File: src/rtl/booth_pkg.sv
// Shared types for the radix-4 Booth multiplier: FSM states, recoded digit
// and the operand-width legality check.
package booth_pkg;

    typedef enum logic [1:0] {IDLE, BUSY, DONE} state_t;

    // One radix-4 digit: magnitude 0/1/2 with a separate sign.
    typedef struct packed {
        logic neg;
        logic one;
        logic two;
    } digit_t;

    function automatic bit width_ok(input int w);
        return (w >= 4) && (w % 2 == 0);
    endfunction

endpackage

File: src/rtl/booth_r4_encoder.sv
// Radix-4 Booth recoder: multiplier triplet {b[2i+1], b[2i], b[2i-1]} to a
// signed digit in {-2,-1,0,+1,+2}.
module booth_r4_encoder
    import booth_pkg::*;
(
    input  logic [2:0] triplet,
    output digit_t     digit
);

    always_comb begin
        digit     = '0;
        digit.one = triplet[1] ^ triplet[0];
        digit.two = (triplet == 3'b011) || (triplet == 3'b100);
        // 111 is a zero digit, so it must not carry a negative sign.
        digit.neg = triplet[2] & ~(triplet[1] & triplet[0]);
    end

endmodule

File: src/rtl/booth_r4_seq_multiplier.sv
// Sequential radix-4 Booth multiplier: one digit per clock, signed or unsigned
// operands selected per operation, ready/valid on both sides.
module booth_r4_seq_multiplier
    import booth_pkg::*;
#(
    parameter int WIDTH = 32
) (
    input  logic               clk,
    input  logic               rst,
    input  logic               in_valid,
    output logic               in_ready,
    input  logic [WIDTH-1:0]   a,
    input  logic [WIDTH-1:0]   b,
    input  logic               is_signed,
    output logic               out_valid,
    input  logic               out_ready,
    output logic [2*WIDTH-1:0] product,
    output logic               overflow
);

    localparam int STEPS = WIDTH / 2 + 1;
    localparam int CW    = $clog2(STEPS + 1);

    if (!width_ok(WIDTH)) begin : g_bad_width
        $error("booth_r4_seq_multiplier: WIDTH must be even and >= 4");
    end

    state_t                   state, state_nx;
    logic signed [WIDTH+1:0]  mcand;
    logic        [WIDTH+1:0]  mplier;
    logic                     bm1;
    logic signed [WIDTH+2:0]  acc;
    logic        [CW-1:0]     cnt;
    logic                     sgn;

    digit_t                   dig;
    logic signed [WIDTH+2:0]  mag, pp, sum, acc_nx;
    logic        [WIDTH+1:0]  mplier_nx;
    logic        [2*WIDTH-1:0] res;
    logic                     ovf_nx;
    logic                     last_step;

    booth_r4_encoder u_enc (
        .triplet ({mplier[1:0], bm1}),
        .digit   (dig)
    );

    assign last_step = (cnt == CW'(STEPS - 1));
    assign in_ready  = (state == IDLE);
    assign out_valid = (state == DONE);

    always_comb begin
        mag       = '0;
        if (dig.two)      mag = {mcand, 1'b0};
        else if (dig.one) mag = {mcand[WIDTH+1], mcand};
        pp        = dig.neg ? -mag : mag;
        sum       = acc + pp;
        // Arithmetic shift of {acc, B} by two: sign fills acc, acc low bits feed B.
        acc_nx    = {{2{sum[WIDTH+2]}}, sum[WIDTH+2:2]};
        mplier_nx = {sum[1:0], mplier[WIDTH+1:2]};
        res       = {acc_nx[WIDTH-3:0], mplier_nx};
        if (sgn) ovf_nx = !((&res[2*WIDTH-1:WIDTH-1]) || !(|res[2*WIDTH-1:WIDTH-1]));
        else     ovf_nx = |res[2*WIDTH-1:WIDTH];
    end

    always_comb begin
        state_nx = state;
        case (state)
            IDLE:    if (in_valid)             state_nx = BUSY;
            BUSY:    if (last_step)            state_nx = DONE;
            DONE:    if (out_ready)            state_nx = IDLE;
            default:                           state_nx = IDLE;
        endcase
    end

    always_ff @(posedge clk) begin
        if (rst) state <= IDLE;
        else     state <= state_nx;
    end

    always_ff @(posedge clk) begin
        if (rst) begin
            mcand    <= '0;
            mplier   <= '0;
            bm1      <= 1'b0;
            acc      <= '0;
            cnt      <= '0;
            sgn      <= 1'b0;
            product  <= '0;
            overflow <= 1'b0;
        end else begin
            case (state)
                IDLE: if (in_valid) begin
                    mcand  <= is_signed ? {{2{a[WIDTH-1]}}, a} : {2'b00, a};
                    mplier <= is_signed ? {{2{b[WIDTH-1]}}, b} : {2'b00, b};
                    bm1    <= 1'b0;
                    acc    <= '0;
                    cnt    <= '0;
                    sgn    <= is_signed;
                end
                BUSY: begin
                    acc    <= acc_nx;
                    mplier <= mplier_nx;
                    bm1    <= mplier[1];
                    cnt    <= cnt + CW'(1);
                    if (last_step) begin
                        product  <= res;
                        overflow <= ovf_nx;
                    end
                end
                default: ;
            endcase
        end
    end

endmodule

File: config.mk
export PLATFORM = sky130hd
export DESIGN_NAME = booth_r4_seq_multiplier
export DESIGN_NICKNAME = d
export VERILOG_FILES = /design/src/rtl/booth_pkg.sv /design/src/rtl/booth_r4_encoder.sv /design/src/rtl/booth_r4_seq_multiplier.sv
export SDC_FILE = /design/constraint.sdc
export NUM_CORES = 1
export LEC_CHECK = 0
export ABC_CLOCK_PERIOD_IN_PS = 13700
export CAP_MARGIN = 20
export CORE_MARGIN = 3
export CORE_UTILIZATION = 50
export CTS_CLUSTER_SIZE = 20
export DETAILED_ROUTE_END_ITERATION = 8
export PLACE_DENSITY = 0.74
export SLEW_MARGIN = 20
export SYNTH_ARGS = -nofsm -noshare
export SYNTH_HDL_FRONTEND = slang
export SYNTH_HIERARCHICAL = 1
export SYNTH_SLANG_ARGS = --single-unit
export TNS_END_PERCENT = 10
File: constraint.sdc
create_clock -name clk -period 13.7 [get_ports clk]
set_clock_uncertainty 0.2 [all_clocks]
set_input_delay 2.055 -clock clk [delete_from_list [all_inputs] [get_ports clk]]
set_output_delay 2.055 -clock clk [all_outputs]
set_load 0.05 [all_outputs]
==> results summary <==
Hold timing on the final database bottoms out at a slack of around 0.25 ns. The internal power of the cells totals 917 uW. The total of buffers placed on input and output ports is ~140. The critical path launch point type is a flop. Adding up every negative setup slack in the final design gives 0 ns.

The die footprint came out at ~0.022 sq mm. Setup repair after global routing left no endpoint under its margin. The via count normalized by instance count is about 5.6. The smallest clock period supported by the final layout is computed as roughly 6.3 ns. Setup violations remaining at the end of the flow were counted as 0. The number of antenna violations at the first check in global routing is 0. The global router's overall resource usage is 24.7%.

The violation count after the first detailed-routing iteration is 632. The clock network burns 36.4% of the power. The number of unique standard cell types used by synthesis came out at 74. The number of pins with negative max-slew slack in the final report is 0.

The register-to-register setup slack came out at about 7.4 ns. The mean cell area of the mapped netlist is between 7 and 8 sq um. The area growth from synthesis to layout is 20.2%.

The standard-cell row count came out at 51. The area share of the leading cell type in the synthesized netlist came out at between 30% and 40%. STA classifies the critical path endpoint as a flop. The number of clock buffers added by TritonCTS is 17. The final-report hold violation count came out at 0. The count of buffers added by post-CTS timing repair for setup is 0.

Leaving out fill and tap cells, the most frequent cells in the layout are nand2_1, a21oi_1, dfxtp_1, nor2_1, clkdlybuf4s50_1. The first-pass GRT wire length came out at 44.6 mm. The share of synthesized registers carrying an async set or reset is 0%. Counting the fill cells in the layout gives approximately 1,800. The pre-antenna-repair detailed-routing pass consisted of 7 iterations. The path class of the tightest hold or removal check is flop to flop. When the netlist entered floorplanning its net count stood at approximately 1,500. The number of warning messages in the yosys log is 6. The total via count after detailed routing came out at between 9,000 and 10,000. In this run the worst path has a maximum fanout of between 60 and 70. For this run, the post-layout net count is 1,556. In this run the clock root is driven by a clkbuf_16. The repair_antennas step left the layout with diodes totalling 0.

The number of global-route vias before repair was 8,701. The region available for standard cell placement spans 0.0196 sq mm. The routed metal-1 wirelength is around 13 mm.

The total DRC errors in the routed layout is 0. The tool flagged a number of max-cap violations equal to 0. The part of the total power dissipated in combinational logic is between 20% and 30%. The HPWL after detailed placement is 19.4 mm.

Hold repair after CTS inserted 0 buffers. Clock-pin slew was measured on the worst setup and hold paths at 0.07 ns. The total met3 wirelength after detailed routing is 2.05 mm. In this run the tightest slew margin relative to its limit is 35.4%. The remaining global-route overflow came out at 0. The number of gates resized after CTS was 0. The vertical extent of the die is 147 um. The worst setup path is of the flop to flop kind. IR analysis of the VDD net gives a maximum drop of 0.000100 V. For this design, the sink count on the clock tree is 174. The synthesized cell area came out at 0.0100 sq mm. The number of H-tree levels is 4.

The actual slew at the worst max-slew pin came out at 0.969 ns. In this run, flip-flops and latches consume roughly two fifths of the power. For this design the ratio of total power to cell area is 114 mW/mm^2. The starting utilization of the core area is 51.1%. TritonCTS built the clock tree. In this run the remaining antenna-violating nets after routing total 0. The most used flip-flop cell after synthesis is dfxtp_1.

The horizontal extent of the die is 147 um. Ranked by total cell area, the synthesized netlist is headed by dfxtp_1, nand2_1, a21oi_1, nor2_1, ha_1. Leaving out fill and tap cells, the most frequent cell in the layout is nand2_1.

The worst path uses between 40% and 50% of the clock period. Routability-driven placement finished with a final weighted congestion of 0.925. Summed over all cells, the static leakage comes to approximately 0.0044 uW. The routed length per placed instance came out at between 15 and 20 um. The run finished with clean final reports. The met2 wirelength from detailed routing is between 10 and 15 mm. The cell count after synthesis is 1,374. The net load switching power is between 400 and 500 uW. The post-route netlist has 5.08% of its cells at a drive strength greater than 1. The buffer depth of the longest clock path came out at 2.

The cell taking the most area after synthesis is dfxtp_1. The number of enable-type register cells in the synthesized netlist is 0. The required time reported for the critical path endpoint is 13.84 ns. The insertion delay to the later sink of the worst-skew pair is 0.44 ns. The detailed router used layers up to and including met4.

The flip-flop and latch count after synthesis came out at ~170. The data arrival time at the worst-slack endpoint came out at 6.48 ns. The share of the Yosys chip area taken by registers is around a third. The pin count of the biggest net entering global routing came out at 104.

The number of top-level design ports is 136. The switching part of the total came out at 33.2%. Wires add up to ~27 mm. The achievable frequency is 0.158 GHz.
==> area by class of cell <==
| type | instances | area (sq um) | share of cell area, % |
|---|---|---|---|
| clock buffer | 17 | 425 | 3.54 |
| inverter | 18 | 67.6 | 0.562 |
| sequential | 174 | 3480 | 29.0 |
| multi-input combinational | 1088 | 6100 | 50.7 |
| clock inverter | 15 | 188 | 1.56 |
| timing repair buffer | 145 | 1430 | 11.9 |
| tap | 265 | 332 | 2.76 |
==> flip-flops by register name, indices dropped and copies added (netlist names) <==
| register | count |
|---|---|
| cnt | 5 |
| bm1 | 1 |
| overflow | 1 |
| sgn | 1 |
| mplier | 34 |
| mcand | 33 |
| state | 2 |
| acc | 33 |
| product | 64 |
==> layer usage <==
metal | vias up | global-route usage [%]
met5 | - | 0
met3 | 23 | 5.40
met1 | 4466 | 35.4
met4 | 0 | 5.31
li1 | 4916 | -
met2 | 321 | 38.6
==> critical path, stage by stage, from the launching register on <==
cell      delay, ns
dfxtp_1        0.35
ha_1           0.19
mux2_4         0.55
nor2_1         0.10
buf_4          0.23
nand2_1        0.13
ha_1           0.25
nand4_2        0.12
or3_4          0.42
or4_4          0.57
o21ai_0        0.26
o21ai_0        0.16
xnor2_1        0.24
ha_1           0.36
nand2_1        0.18
nor2_1         0.06
a221o_1        0.32
or2_2          0.31
o311ai_1       0.58
nor3_1         0.14
and4_1         0.23
o32ai_1        0.26
==> worst paths after layout <==
path,start,endpoint,cells after the start
hold / removal,product[36],product[36],2
setup reg to reg,bm1,overflow,21
hold reg to reg,product[36],product[36],2
setup / recovery,bm1,overflow,21
==> power by group through the flow <==
stage	clock network [uW]	registers, uW	logic (uW)
after floorplan	0	554	237
after global placement	0	560	316
after detailed placement	0	560	318
after CTS	508	549	321
after global routing	531	552	358
final	500	549	324
==> synth_stat cells, drive strengths merged (7+ instances only) <==
cell	number
nand2	272
a21oi	178
dfxtp	174
nor2	168
clkbuf	72
nand3	47
o21ai	47
ha	42
nor4	40
xor2	31
xnor2	23
buf	22
a211oi	20
a22oi	18
inv	18
nor2b	18
nand2b	17
nand4	14
nor3	13
and2	12
a21o	11
a31oi	11
or2	8
or3	8
and3	7
mux2	7
o21a	7
==> kinds of logic (layout without fill, tap and decap cells) <==
group	count (synthesis)	in the layout	synth area share [%]
multiplexers	9	9	1.06
XOR/XNOR	54	54	4.73
buffers and inverters	112	195	4.44
AO/OA/AOI/OAI	336	336	20.1
adder cells (fa/ha/maj)	43	43	5.45
AND/OR/NAND/NOR	646	646	29.4
flip-flops	174	174	34.8
==> metrics by stage <==
step | power [uW] | instances | setup WS, ns | util, % | instance area [sq um]
after floorplan | 791 | 1374 | 7.30 | - | 10000
after global placement | 876 | 1690 | 7.66 | 58.2 | 11400
after detailed placement | 879 | 1690 | 7.52 | 58.2 | 11400
after CTS | 1380 | 1722 | 7.42 | 61.3 | 12000
after global routing | 1440 | 1722 | 6.77 | 61.4 | 12000
final | 1370 | 1722 | 7.36 | 61.4 | 12000
Note: power is estimated with default switching activity, not from simulation.
